### src/rtl/xg_pon_sync_controller.sv
// XG-PON downstream frame delineation: HUNT/PRESYNC/SYNC with flywheel frame counter.
// Optional HUNT watchdog built when XG_PON_SYNC_HUNT_TIMEOUT_EN is defined.
module xg_pon_sync_controller #(
  parameter int unsigned FRAME_WORDS = 38880,
  parameter int unsigned M1          = 2,
  parameter int unsigned M2          = 3,
  parameter int unsigned CNT_W       = 16
) (
  input  logic             clk_in,
  input  logic             reset_in,
  input  logic             valid_in,
  input  logic             det_in,
  input  logic             resync_in,
  input  logic [6:0]       cfg_hunt_thr_in,
  input  logic [6:0]       cfg_sync_thr_in,
  output logic [6:0]       threshold_out,
  output logic             sync_reset_out,
  output logic [1:0]       state_out,
  output logic             in_sync_out,
  output logic             frame_start_out,
  output logic [CNT_W-1:0] frame_count_out,
  output logic [CNT_W-1:0] lof_count_out,
  output logic             hunt_timeout_out
);

  typedef enum logic [1:0] {
    ST_HUNT    = 2'd0,
    ST_PRESYNC = 2'd1,
    ST_SYNC    = 2'd2
  } state_t;

  localparam logic [CNT_W-1:0] LAST_POS = CNT_W'(FRAME_WORDS - 1);
  localparam logic [CNT_W-1:0] M1_C     = CNT_W'(M1);
  localparam logic [CNT_W-1:0] M2_C     = CNT_W'(M2);

  state_t           state_q, state_d;
  logic [CNT_W-1:0] pos_q, pos_d;
  logic [CNT_W-1:0] good_q, good_d;
  logic [CNT_W-1:0] miss_q, miss_d;
  logic [CNT_W-1:0] frame_count_q, frame_count_d;
  logic [CNT_W-1:0] lof_count_q, lof_count_d;
  logic             sync_reset_q, sync_reset_d;
  logic             frame_start_q, frame_start_d;
  logic             boundary_c;
  logic [CNT_W-1:0] good_inc_c, miss_inc_c;

`ifdef XG_PON_SYNC_HUNT_TIMEOUT_EN
  localparam int unsigned    WD_W    = $clog2(4 * FRAME_WORDS);
  localparam logic [WD_W-1:0] WD_LAST = WD_W'(4 * FRAME_WORDS - 1);
  logic [WD_W-1:0] wd_q, wd_d;
  logic            hunt_timeout_q, hunt_timeout_d;
`endif

  // Next-state and registered-output logic; resync_in outranks every frame event
  always_comb begin
    state_d       = state_q;
    pos_d         = pos_q;
    good_d        = good_q;
    miss_d        = miss_q;
    frame_count_d = frame_count_q;
    lof_count_d   = lof_count_q;
    sync_reset_d  = 1'b0;
    frame_start_d = 1'b0;
    boundary_c    = valid_in && (pos_q == LAST_POS);
    good_inc_c    = good_q + CNT_W'(1);
    miss_inc_c    = miss_q + CNT_W'(1);

    if (resync_in) begin
      state_d      = ST_HUNT;
      sync_reset_d = 1'b1;
      pos_d        = '0;
      good_d       = '0;
      miss_d       = '0;
    end else if (valid_in) begin
      unique case (state_q)
        ST_HUNT: begin
          if (det_in) begin
            pos_d   = '0;
            good_d  = CNT_W'(1);
            miss_d  = '0;
            state_d = (M1_C == CNT_W'(1)) ? ST_SYNC : ST_PRESYNC;
          end
        end
        ST_PRESYNC: begin
          if (boundary_c) begin
            pos_d = '0;
            if (det_in) begin
              good_d = good_inc_c;
              if (good_inc_c == M1_C) begin
                state_d       = ST_SYNC;
                frame_start_d = 1'b1;
                frame_count_d = frame_count_q + CNT_W'(1);
                miss_d        = '0;
              end
            end else begin
              state_d      = ST_HUNT;
              sync_reset_d = 1'b1;
              good_d       = '0;
            end
          end else begin
            pos_d = pos_q + CNT_W'(1);
          end
        end
        ST_SYNC: begin
          if (boundary_c) begin
            pos_d = '0;
            if (det_in) begin
              miss_d        = '0;
              frame_start_d = 1'b1;
              frame_count_d = frame_count_q + CNT_W'(1);
            end else if (miss_inc_c == M2_C) begin
              state_d      = ST_HUNT;
              sync_reset_d = 1'b1;
              miss_d       = '0;
              good_d       = '0;
              if (lof_count_q != '1) lof_count_d = lof_count_q + CNT_W'(1);
            end else begin
              miss_d        = miss_inc_c;
              frame_start_d = 1'b1;
              frame_count_d = frame_count_q + CNT_W'(1);
            end
          end else begin
            pos_d = pos_q + CNT_W'(1);
          end
        end
        default: state_d = ST_HUNT;
      endcase
    end

`ifdef XG_PON_SYNC_HUNT_TIMEOUT_EN
    // Watchdog only advances on valid words that leave the FSM in HUNT
    wd_d           = wd_q;
    hunt_timeout_d = 1'b0;
    if (resync_in || (state_q != ST_HUNT) || (valid_in && (state_d != ST_HUNT))) begin
      wd_d = '0;
    end else if (valid_in) begin
      if (wd_q == WD_LAST) begin
        wd_d           = '0;
        hunt_timeout_d = 1'b1;
        sync_reset_d   = 1'b1;
      end else begin
        wd_d = wd_q + WD_W'(1);
      end
    end
`endif
  end

  always_ff @(posedge clk_in) begin
    if (reset_in) begin
      state_q        <= ST_HUNT;
      pos_q          <= '0;
      good_q         <= '0;
      miss_q         <= '0;
      frame_count_q  <= '0;
      lof_count_q    <= '0;
      sync_reset_q   <= 1'b0;
      frame_start_q  <= 1'b0;
`ifdef XG_PON_SYNC_HUNT_TIMEOUT_EN
      wd_q           <= '0;
      hunt_timeout_q <= 1'b0;
`endif
    end else begin
      state_q        <= state_d;
      pos_q          <= pos_d;
      good_q         <= good_d;
      miss_q         <= miss_d;
      frame_count_q  <= frame_count_d;
      lof_count_q    <= lof_count_d;
      sync_reset_q   <= sync_reset_d;
      frame_start_q  <= frame_start_d;
`ifdef XG_PON_SYNC_HUNT_TIMEOUT_EN
      wd_q           <= wd_d;
      hunt_timeout_q <= hunt_timeout_d;
`endif
    end
  end

  assign threshold_out   = (state_q == ST_HUNT) ? cfg_hunt_thr_in : cfg_sync_thr_in;
  assign sync_reset_out  = sync_reset_q;
  assign state_out       = state_q;
  assign in_sync_out     = (state_q == ST_SYNC);
  assign frame_start_out = frame_start_q;
  assign frame_count_out = frame_count_q;
  assign lof_count_out   = lof_count_q;
`ifdef XG_PON_SYNC_HUNT_TIMEOUT_EN
  assign hunt_timeout_out = hunt_timeout_q;
`else
  assign hunt_timeout_out = 1'b0;
`endif

endmodule

### config.mk
export PLATFORM = sky130hd
export DESIGN_NAME = xg_pon_sync_controller
export DESIGN_NICKNAME = d
export VERILOG_FILES = /design/src/rtl/xg_pon_sync_controller.sv
export SDC_FILE = /design/constraint.sdc
export NUM_CORES = 1
export LEC_CHECK = 0
export ABC_AREA = 1
export ABC_CLOCK_PERIOD_IN_PS = 2200
export BUFFER_PORTS_ARGS = -buffer_cell sky130_fd_sc_hd__buf_2
export CELL_PAD_IN_SITES_DETAIL_PLACEMENT = 0
export CELL_PAD_IN_SITES_GLOBAL_PLACEMENT = 1
export CORE_MARGIN = 10
export CORE_UTILIZATION = 44
export CTS_BUF_LIST = sky130_fd_sc_hd__clkbuf_2
export DETAILED_ROUTE_END_ITERATION = 16
export GPL_TIMING_DRIVEN = 0
export PLACE_DENSITY_LB_ADDON = 0.1
export SYNTH_ARGS = -nofsm -noshare
export SYNTH_HDL_FRONTEND = slang
export SYNTH_SLANG_ARGS = --single-unit
### constraint.sdc
create_clock -name clk_in -period 2.2 [get_ports clk_in]
set_input_delay 0.22 -clock clk_in [delete_from_list [all_inputs] [get_ports clk_in]]
set_output_delay 0.22 -clock clk_in [all_outputs]
set_load 0.05 [all_outputs]
---- Word level (Yosys, flattened, before mapping) ----
Index checks and enable logic that the tools add are counted.
word-level totals
  register bits after elaboration ......... 84
  input port bits ......................... 19
  output and inout port bits .............. 45
  word-level logic and storage cells ...... 93
operators by class
  add/sub/neg operators ................... 5
  eq/ne operators ......................... 15
  multiplexer cells ....................... 48
  bitwise logic cells ..................... 3
  reductions and logical operators ........ 14
operators by type and width
  kind                                             number
  2-to-1 mux 16 bit                                20
  one-hot mux 16 bit (3 select lines)              2
  adder 16 x 1 -> 16 bit (second input constant)   5
  one-hot mux 16 bit (2 select lines)              2
  == test 16 x 2 -> 1 bit (second input constant)  2
  AND reduction 7 bit                              4
  == test 16 bit (second input constant)           1
  != test 16 bit (second input constant)           1
  2-to-1 mux 2 bit                                 7
  2-to-1 mux 1 bit                                 13
  != test 2 bit (second input constant)            5
  AND reduction 8 bit                              1
  2-to-1 mux 7 bit                                 1
  != test 3 bit (second input constant)            2
  one-hot mux 2 bit (3 select lines)               1
  != test 2 x 1 -> 1 bit (second input constant)   2
  one-hot mux 1 bit (2 select lines)               2
  nonzero test 2 bit                               2
  OR reduction 2 bit                               2
  NOT 1 bit                                        3
  AND reduction 3 bit                              1
  nonzero test 3 bit                               1
  OR reduction 3 bit                               1
  == test 2 x 1 -> 1 bit (second input constant)   1
  3 further kinds                                  3

---- Depth between registers and ports, before layout ----
Gate-level depths: netlist of the first run.
  word-level depth ........................ 8
  gate-level depth with buffers ........... 17
  mapped depth without buffers ............ 17

---- Worst setup path before layout of the first run ----
No wires, ideal clock.
  kind .................................... register -> register
  from .................................... reg state_q[1], in the netlist state_out[1]
  to ...................................... reg lof_count_q[10], in the netlist lof_count_out[10]
  setup time .............................. 0.114 ns
  arrival time ............................ 2.717 ns
  required time ........................... 2.086 ns
  slack ................................... -0.631 ns
  cell stages (with the launch flop) ...... 13
  path buffers ............................ 0
  period minus slack after synthesis ...... 2.831 ns
  path through ............................ dfxtp_1 -> ha_1 -> inv_1 -> nor2_4 -> inv_2 -> nor3_4 -> nand3_1 -> a21oi_2 -> nand3_4 -> nor2_4 -> nand3_1 -> nand2_1 -> nor2_1
on the way
  cells in the longest elaborated chain, start to end .. 2
RTL lines
  item                           RTL line  text
  start, declared                36        state_t state_q, state_d;
  start signal, assigned         163       state_q <= state_d;
  == test 2 bit                  --
  net in_sync_out                19        output logic in_sync_out,
  AND reduction 7 bit (no line)  --
  end signal, assigned           168       lof_count_q <= lof_count_d;
  end, declared                  41        logic [CNT_W-1:0] lof_count_q, lof_count_d;
The timed path passes the listed nets, and every way through them passes these cells.
A chain may end at the register's enable or synchronous reset.

---- Worst setup path in the final report of the first run ----
  from .................................... reg miss_q[0]
  to ...................................... reg good_q[3]
on the way
  cells in the longest elaborated chain, start to end .. 4
RTL lines
  item                              RTL line  text
  start, declared                   39        logic [CNT_W-1:0] miss_q, miss_d;
  start signal, assigned            166       miss_q <= miss_d;
  adder 16 x 1 -> 16 bit            66        miss_inc_c = miss_q + CNT_W'(1);
  == test 16 x 2 -> 1 bit           111       end else if (miss_inc_c == M2_C) begin
  != test 2 x 1 -> 1 bit (no line)  --
  AND reduction 7 bit (no line)     --
  end signal, assigned              165       good_q <= good_d;
  end, declared                     38        logic [CNT_W-1:0] good_q, good_d;
Every way passes these cells.

==> impl_metrics.tcl, run 1 <==
set metrics [dict create \
    std_cell_rows 41 \
    globalRouteMet3Util 0.0448 \
    yosys.area.top_type_share 0.295 \
    drive_above_1_share 0.375 \
    status "finished with violations" \
    mostFrequentLayoutCell "sky130_fd_sc_hd__nand2_1" \
    die_footprint_um2 17900 \
    grt_setup_unrepaired "yes" \
    postRouteAntennaNets 0 \
    number_of_global_route_vias_before_repair 5570 \
    worst_setup_path_end_kind "register" \
    fin_util 0.617 \
    postSynthAreaPerCell_um2 6.65 \
    yosys_warnings 0 \
    number_of_distinct_library_cells_after_synthesis 45 \
    power.density_cell_area_nw_per_um2 379 \
    max_cap_violations 0 \
    synth_seq_area_share 0.295 \
    h-tree-depth 3 \
    mostFrequentLayoutCells "sky130_fd_sc_hd__nand2_1 (160), sky130_fd_sc_hd__nor2_1 (94), sky130_fd_sc_hd__inv_1 (88)" \
    timing.final.ws_setup_ns -0.0250 \
    synthesized_area_fraction_occupied_by_xor_and_xnor_cells 0.0368 \
    vdd_ir_drop_max_mv 0.253 \
    finalClockSkew_ns 0.0316 \
    gr-max-usage-layer "met2" \
    average_routed_wire_per_standard_cell_um 15.3 \
    multi_input_area_um2 4110 \
    hp-start "valid_in" \
    drt_pre_antenna_iters 5 \
    overflow 0 \
    areaGrowthSynthToFinish_pct 37.0 \
    worst_setup_path_startpoint "miss_q[0]" \
    number_of_register_bits_inferred_by_synthesis 84 \
    clock.fmax_mhz 449 \
    portBuffers 61 \
    synth_async_sr_flop_share 0 \
    muxShareOfSynthArea 0.0138 \
    finalNetCount 1027 \
    io-pin-count 64 \
    critPathMaxFanout 7 \
    yosys.area.top_type "sky130_fd_sc_hd__dfxtp_1" \
    yosys.area_share.simple 0.425 \
    stdcell_area_um2 7820 \
    p_leak_nw 2.97 \
    power_mw 2.96 \
    worst-setup-path-type "register to register" \
    area_share_of_fa_ha_maj_cells_after_synthesis 0.0241 \
    die_height_um 134 \
    violations_in_the_final_reports "setup timing" \
    numClockSinks 84 \
    met2_capacity_usage_during_global_routing 0.306 \
    cells_after_synthesis 858 \
    period_minus_slack_ns 2.23 \
    floorplan.initialDensity 0.450 \
    synth_compound_gate_area_share 0.106 \
    whs_ns 0.144 \
    seqCellArea_um2 1740 \
    tritoncts.num_buffers 9 \
    pin_slew_with_the_least_headroom_to_its_limit_ns 0.796 \
    number_of_antenna_violations_at_the_first_check_in_global_routing 1 \
    worst_ep_required_time_ns 2.74 \
    via_cell_ratio 5.27 \
    drt-total-wl_um 18000 \
    detailroute.via_count 6189 \
    synth_edf_count 0 \
    groute.layer.met1.usage 0.218 \
    setup_viol 1 \
    hold_path.class "input port to register" \
    timing.slew.headroom 0.469 \
    post-dp-hpwl_um 12200 \
    most_instantiated_flip_flop_cell_in_the_synthesis_netlist "sky130_fd_sc_hd__dfxtp_1" \
    tritoncts_clock_tree "yes" \
    critPathArrivalTime_ns 2.77 \
    placed_cell_area_um2 6250 \
    worstSkewPairLatency_ns 0.61 \
    clock_slew_at_the_register_clock_pins_of_the_worst_setup_and_hold_paths_ns 0.25 \
    die_width_um 134 \
    synth_top_family_by_area "simple AND/OR/NAND/NOR gates" \
    start_kind "register" \
    largest_net_degree_at_the_start_of_global_routing 15 \
    report.final.slew_viol_count 0 \
    drc_errors 0 \
    synth_top_cells_by_area "sky130_fd_sc_hd__dfxtp_1 (29%), sky130_fd_sc_hd__nand2_1 (13%), sky130_fd_sc_hd__nor2_1 (7.6%)" \
    finalCritPeriodShare 1.01 \
    clock_tree.buffer_depth 2 \
    gp_congestion 0.886 \
    timing_hold_violations_final 0 \
    grt_pass1_wl_um 27000 \
    drt_iter0_drc 400 \
    post_synth_instance_area_um2 5710 \
    mappedNetlistNets 888 \
    rr_startpoint "miss_q[0]" \
    n_fill_cell 1171 \
    ctsRootBufferMaster "sky130_fd_sc_hd__clkbuf_2" \
    core_region_area_um2 12700 \
    grt_util_all_layers 0.181 \
]
final cells by class:
| class | instances | share of cell area |
|---|---|---|
| multi-input cells | 651 | 0.526 |
| well taps | 172 | 0.0275 |
| clock buffers | 9 | 0.00576 |
| repair buffers | 128 | 0.135 |
| flip-flops and latches | 84 | 0.222 |
| plain buffers | 22 | 0.0264 |
| diodes | 1 | 0.000320 |
| clock inverters | 7 | 0.00544 |
| inverters | 101 | 0.0517 |
metrics by stage:
stage | instances | worst slack (ns) | setup TNS (ns)
3_5_place_dp | 1091 | -0.310 | -11.80
6_report | 1175 | -0.0250 | -0.0250
4_1_cts | 1142 | -0.0200 | -0.118
3_3_place_gp | 1091 | -0.278 | -9.92
2_1_floorplan | 858 | -0.00748 | -0.00748
5_1_grt | 1175 | -0.124 | -4.10
cell families after synthesis:
group,Yosys count
AOI/OAI and AO/OA,104
xor gates and xnor gates,24
adders and majority gates,11
buffers and inverters,124
DFF,84
muxes,7
other,1
and+or+nand+nor,503
sequential cells by signal, indices dropped and copies added (netlist names):
| signal | count |
|---|---|
| good_q | 16 |
| state_out | 2 |
| pos_q | 16 |
| frame_start_out | 1 |
| lof_count_out | 16 |
| miss_q | 16 |
| frame_count_out | 16 |
| sync_reset_out | 1 |
layer usage:
layer | part of all wire | wire length, µm
met1 | 0.44 | 7980
met3 | 0.046 | 834
met4 | 0.022 | 400
met2 | 0.49 | 8790
met5 | 0 | 0
power by group:
| part | internal (mW) | switching, mW | total, mW |
|---|---|---|---|
| logic | 0.279 | 0.389 | 0.667 |
| registers | 1.54 | 0.0225 | 1.56 |
| clock network | 0.144 | 0.592 | 0.736 |
Yosys cell counts (4+ instances only):
master                     number
sky130_fd_sc_hd__xor2_1        10
sky130_fd_sc_hd__nand4_1       52
sky130_fd_sc_hd__nor4_1         7
sky130_fd_sc_hd__nor2_4        10
sky130_fd_sc_hd__nor2_1       115
sky130_fd_sc_hd__nand2_2       22
sky130_fd_sc_hd__clkbuf_1       9
sky130_fd_sc_hd__o21ai_0       24
sky130_fd_sc_hd__dfxtp_1       84
sky130_fd_sc_hd__a21boi_0       4
sky130_fd_sc_hd__a21oi_2       11
sky130_fd_sc_hd__inv_1         96
sky130_fd_sc_hd__nor2_2        12
sky130_fd_sc_hd__nor3_1        23
sky130_fd_sc_hd__buf_6          4
sky130_fd_sc_hd__nand3_4        4
sky130_fd_sc_hd__nand2_1      196
sky130_fd_sc_hd__a21oi_1       52
sky130_fd_sc_hd__mux2_2         7
sky130_fd_sc_hd__nand3_1       47
sky130_fd_sc_hd__xnor2_1       14
sky130_fd_sc_hd__ha_1          11
path summary, 6_finish.rpt:
path | slack (ns) | depth (start not counted) | to
max | -0.03 | 16 | good_q[3]
min | 0.14 | 4 | pos_q[1]
max reg2reg | -0.03 | 16 | good_q[3]
min reg2reg | 0.49 | 2 | pos_q[1]
worst max-delay path, stage by stage (launching register included):
cell and delay (ns):
sky130_fd_sc_hd__dfxtp_4 0.43, sky130_fd_sc_hd__ha_4 0.17, sky130_fd_sc_hd__nand2_4 0.07, sky130_fd_sc_hd__nor2_4 0.12, sky130_fd_sc_hd__nand3_2 0.11, sky130_fd_sc_hd__nand2_2 0.08, sky130_fd_sc_hd__inv_2 0.04, sky130_fd_sc_hd__nor2_4 0.13
sky130_fd_sc_hd__nand2_2 0.09, sky130_fd_sc_hd__nor2_4 0.13, sky130_fd_sc_hd__nand3_4 0.11, sky130_fd_sc_hd__nand2_4 0.10, sky130_fd_sc_hd__buf_8 0.12, sky130_fd_sc_hd__buf_12 0.12, sky130_fd_sc_hd__buf_6 0.09, sky130_fd_sc_hd__nand4_1 0.08
sky130_fd_sc_hd__a21oi_1 0.15
what timing repair did:
| item | in CTS | in global routing |
|---|---|---|
| hold buffers | 3 | 0 |
| resized for setup | 86 | 169 |
| cloned | 2 | 5 |
| setup endpoints to repair | 84 | 81 |
| hold endpoints to repair | 17 | 0 |
| setup buffers | 31 | 28 |
| pin swaps | 26 | 73 |
Note: power is estimated with default switching activity, not from simulation.
==> run 2, diff against run 1 <==
ABC_AREA = unset   (was 1)
CORE_UTILIZATION = 45   (was 44)
==> impl_metrics.tcl, run 2 <==
set metrics [dict create \
    p_leak_nw 2.60 \
    detailroute.via_count 5245 \
    mappedNetlistNets 648 \
    post-synth-top-count-cell "sky130_fd_sc_hd__dfxtp_1" \
    hold_path_end "state_out[1]" \
    hold_path.class "input port to register" \
    timing.final.ws_setup_ns -0.837 \
    die_width_um 125 \
    finish.cell_count_without_fillers 900 \
    critPathArrivalTime_ns 3.56 \
    n_fill_cell 931 \
    clock_tree.buffer_depth 2 \
    worst_setup_path_startpoint "good_q[4]" \
    area_share_of_fa_ha_maj_cells_after_synthesis 0.0278 \
    violations_in_the_final_reports "setup timing" \
    postSynthAreaPerCell_um2 8.01 \
    power_mw 2.69 \
    r2r_end "miss_q[1]" \
    dp.cells 820 \
    worst_setup_path_end_kind "register" \
    drt_iter0_drc 368 \
    gp_congestion 0.847 \
    areaGrowthSynthToFinish_pct 40.2 \
    synth_async_sr_flop_share 0 \
    drt_pre_antenna_iters 5 \
    h-tree-depth 3 \
    synth_top_family_by_area "simple AND/OR/NAND/NOR gates" \
    period_minus_slack_ns 3.04 \
    die_height_um 125 \
    drc_errors 0 \
    critPathMaxFanout 10 \
    detail_route.wirelength.met1_um 6770 \
    report.final.slew_viol_count 0 \
    status "finished with violations" \
    worstSkewPairLatency_ns 0.63 \
    synth_edf_count 0 \
    mostFrequentLayoutCells "sky130_fd_sc_hd__nor2_1 (77), sky130_fd_sc_hd__buf_2 (63), sky130_fd_sc_hd__buf_4 (62)" \
    fin_util 0.643 \
    ff2ff_setup_slack_ns -0.84 \
    drive_above_1_share 0.395 \
    postRouteAntennaNets 0 \
    ctsRootBufferMaster "sky130_fd_sc_hd__clkbuf_2" \
    timing_hold_violations_final 0 \
    most_instantiated_flip_flop_cell_in_the_synthesis_netlist "sky130_fd_sc_hd__dfxtp_1" \
    average_routed_wire_per_standard_cell_um 17.1 \
    clock.fmax_mhz 329 \
    hp-start "valid_in" \
    number_of_antenna_violations_at_the_first_check_in_global_routing 0 \
    hold_depth 3 \
    clock_slew_at_the_register_clock_pins_of_the_worst_setup_and_hold_paths_ns 0.23 \
    place_worst_setup_slack_ns -1.15 \
    numClockSinks 84 \
    synth_seq_area_share 0.340 \
    number_of_global_route_vias_before_repair 4856 \
    multi_input_area_um2 3640 \
    setup_viol 67 \
    drt-total-wl_um 15400 \
    highest_layer "met4" \
    worst-setup-path-type "register to register" \
    max_cap_violations 0 \
    synthesized_area_fraction_occupied_by_xor_and_xnor_cells 0.0761 \
    grt_setup_unrepaired "yes" \
    rr_startpoint "good_q[4]" \
    post-dp-hpwl_um 10000 \
    mostFrequentLayoutCell "sky130_fd_sc_hd__nor2_1" \
    post_synth_instance_area_um2 4950 \
    worst_ep_required_time_ns 2.72 \
    final_setup_tns_ns -36.67 \
    start_kind "register" \
    synth_compound_gate_area_share 0.194 \
    cells_after_synthesis 618 \
    die_footprint_um2 15600 \
    largest_net_degree_at_the_start_of_global_routing 14 \
    grt_util_all_layers 0.180 \
    timing.slew.headroom 0.488 \
    std_cell_rows 38 \
    r2r.worst_path.cells 11 \
    tritoncts_clock_tree "yes" \
    floorplan.initialDensity 0.458 \
    grt_pass1_wl_um 23900 \
    synth_top_cells_by_count "sky130_fd_sc_hd__dfxtp_1 (84), sky130_fd_sc_hd__nor2_1 (80), sky130_fd_sc_hd__nand2_1 (49)" \
    yosys.area_share.simple 0.274 \
    io-pin-count 64 \
    wl_met2_um 7340 \
    yosys.area.top_type_share 0.340 \
    tritoncts.num_buffers 9 \
    num_antenna_cells 0 \
    yosys_warnings 0 \
    power.density_cell_area_nw_per_um2 388 \
    overflow 0 \
    vdd_ir_drop_max_mv 0.310 \
    seqCellArea_um2 1740 \
    finalClockSkew_ns 0.0494 \
    portBuffers 62 \
    yosys.area.top_type "sky130_fd_sc_hd__dfxtp_1" \
    number_of_register_bits_inferred_by_synthesis 84 \
    muxShareOfSynthArea 0.0349 \
    via_cell_ratio 5.83 \
    finalCritPeriodShare 1.38 \
    met3_wirelength_um 937 \
    core_region_area_um2 10800 \
    finalNetCount 786 \
    number_of_distinct_library_cells_after_synthesis 65 \
    synth_top_cells_by_area "sky130_fd_sc_hd__dfxtp_1 (34%), sky130_fd_sc_hd__nor2_1 (6.1%), sky130_fd_sc_hd__xnor2_1 (5.0%)" \
    pin_slew_with_the_least_headroom_to_its_limit_ns 0.762 \
]
run 2: changes by cell type after synthesis, sizes merged, moves of 8 or more:
cell / previous run / this run
a21oi: 63 / 22
and3: 0 / 13
a31oi: 0 / 11
nand4: 52 / 18
o211ai: 0 / 8
clkbuf: 12 / 28
a2111oi: 0 / 8
inv: 99 / 21
nand2b: 0 / 8
nor2: 137 / 80
nand3: 54 / 31
xnor2: 14 / 28
nand2: 221 / 49
run 2: logic make-up (layout without fill, tap and decap cells):
group / Yosys count / count (layout)
AO/OA/AOI/OAI: 132 / 132
XOR/XNOR: 43 / 43
adder cells (fa/ha/maj): 11 / 11
buffers and inverters: 62 / 204
flip-flops: 84 / 84
other: 1 / 1
AND/OR/NAND/NOR: 269 / 269
multiplexers: 16 / 16
run 2: timing repair:
action                                  in CTS  in global routing
endpoints found under the setup margin      89                 82
hold buffers                                 2                  0
setup buffers                               48                 26
pin swaps                                   39                 42
cloned                                       0                  1
gates resized for setup                     79                 65
endpoints found under the hold margin        5                  0
run 2: worst max-delay path by stage:
stage / end / slack (ns) / depth (start not counted)
final: miss_q[1] / -0.84 / 11
after global routing: frame_count_out[11] / -0.96 / 10
after CTS: frame_count_out[12] / -0.91 / 11
after detailed placement: miss_q[5] / -1.15 / 10
after global placement: miss_q[8] / -1.15 / 10
after floorplan: frame_count_out[14] / -0.76 / 10
run 2: report_power, final:
part,switching (mW),internal (mW)
sequential,0.00520,1.51
combinational,0.216,0.144
clock,0.565,0.248
total,0.786,1.91
run 2: cell type report:
class | count | share of cell area
repair buffers | 138 | 0.139
flip-flops and latches | 84 | 0.251
well taps | 140 | 0.0252
multi-input cells | 472 | 0.525
clock inverters | 6 | 0.00793
plain buffers | 30 | 0.0335
clock buffers | 9 | 0.00649
inverters | 21 | 0.0117
run 2: critical path: stages, from the launching register on:
cell and delay, ns:
sky130_fd_sc_hd__dfxtp_1 0.36, sky130_fd_sc_hd__buf_4 0.16, sky130_fd_sc_hd__nand4_4 0.10, sky130_fd_sc_hd__buf_4 0.18
sky130_fd_sc_hd__nor2_1 0.24, sky130_fd_sc_hd__a22oi_1 0.16, sky130_fd_sc_hd__or4_4 0.56, sky130_fd_sc_hd__o32a_1 0.36
sky130_fd_sc_hd__a21o_4 0.25, sky130_fd_sc_hd__buf_6 0.12, sky130_fd_sc_hd__or3_1 0.33, sky130_fd_sc_hd__a21oi_1 0.11
run 2: through the flow:
stage / hold WS, ns / area, µm²
final: 0.0849 / 6940
after global routing: 0.0924 / 6940
after CTS: 0.0480 / 6490
after detailed placement: 0.492 / 5770
after global placement: 0.482 / 5770
after floorplan: 0.340 / 5280
run 2: per-layer routing:
metal  up-vias  track usage
met5         -            0
met1      2498        0.223
met4         0       0.0738
met3        27       0.0404
met2       183        0.293
li1       2537            -
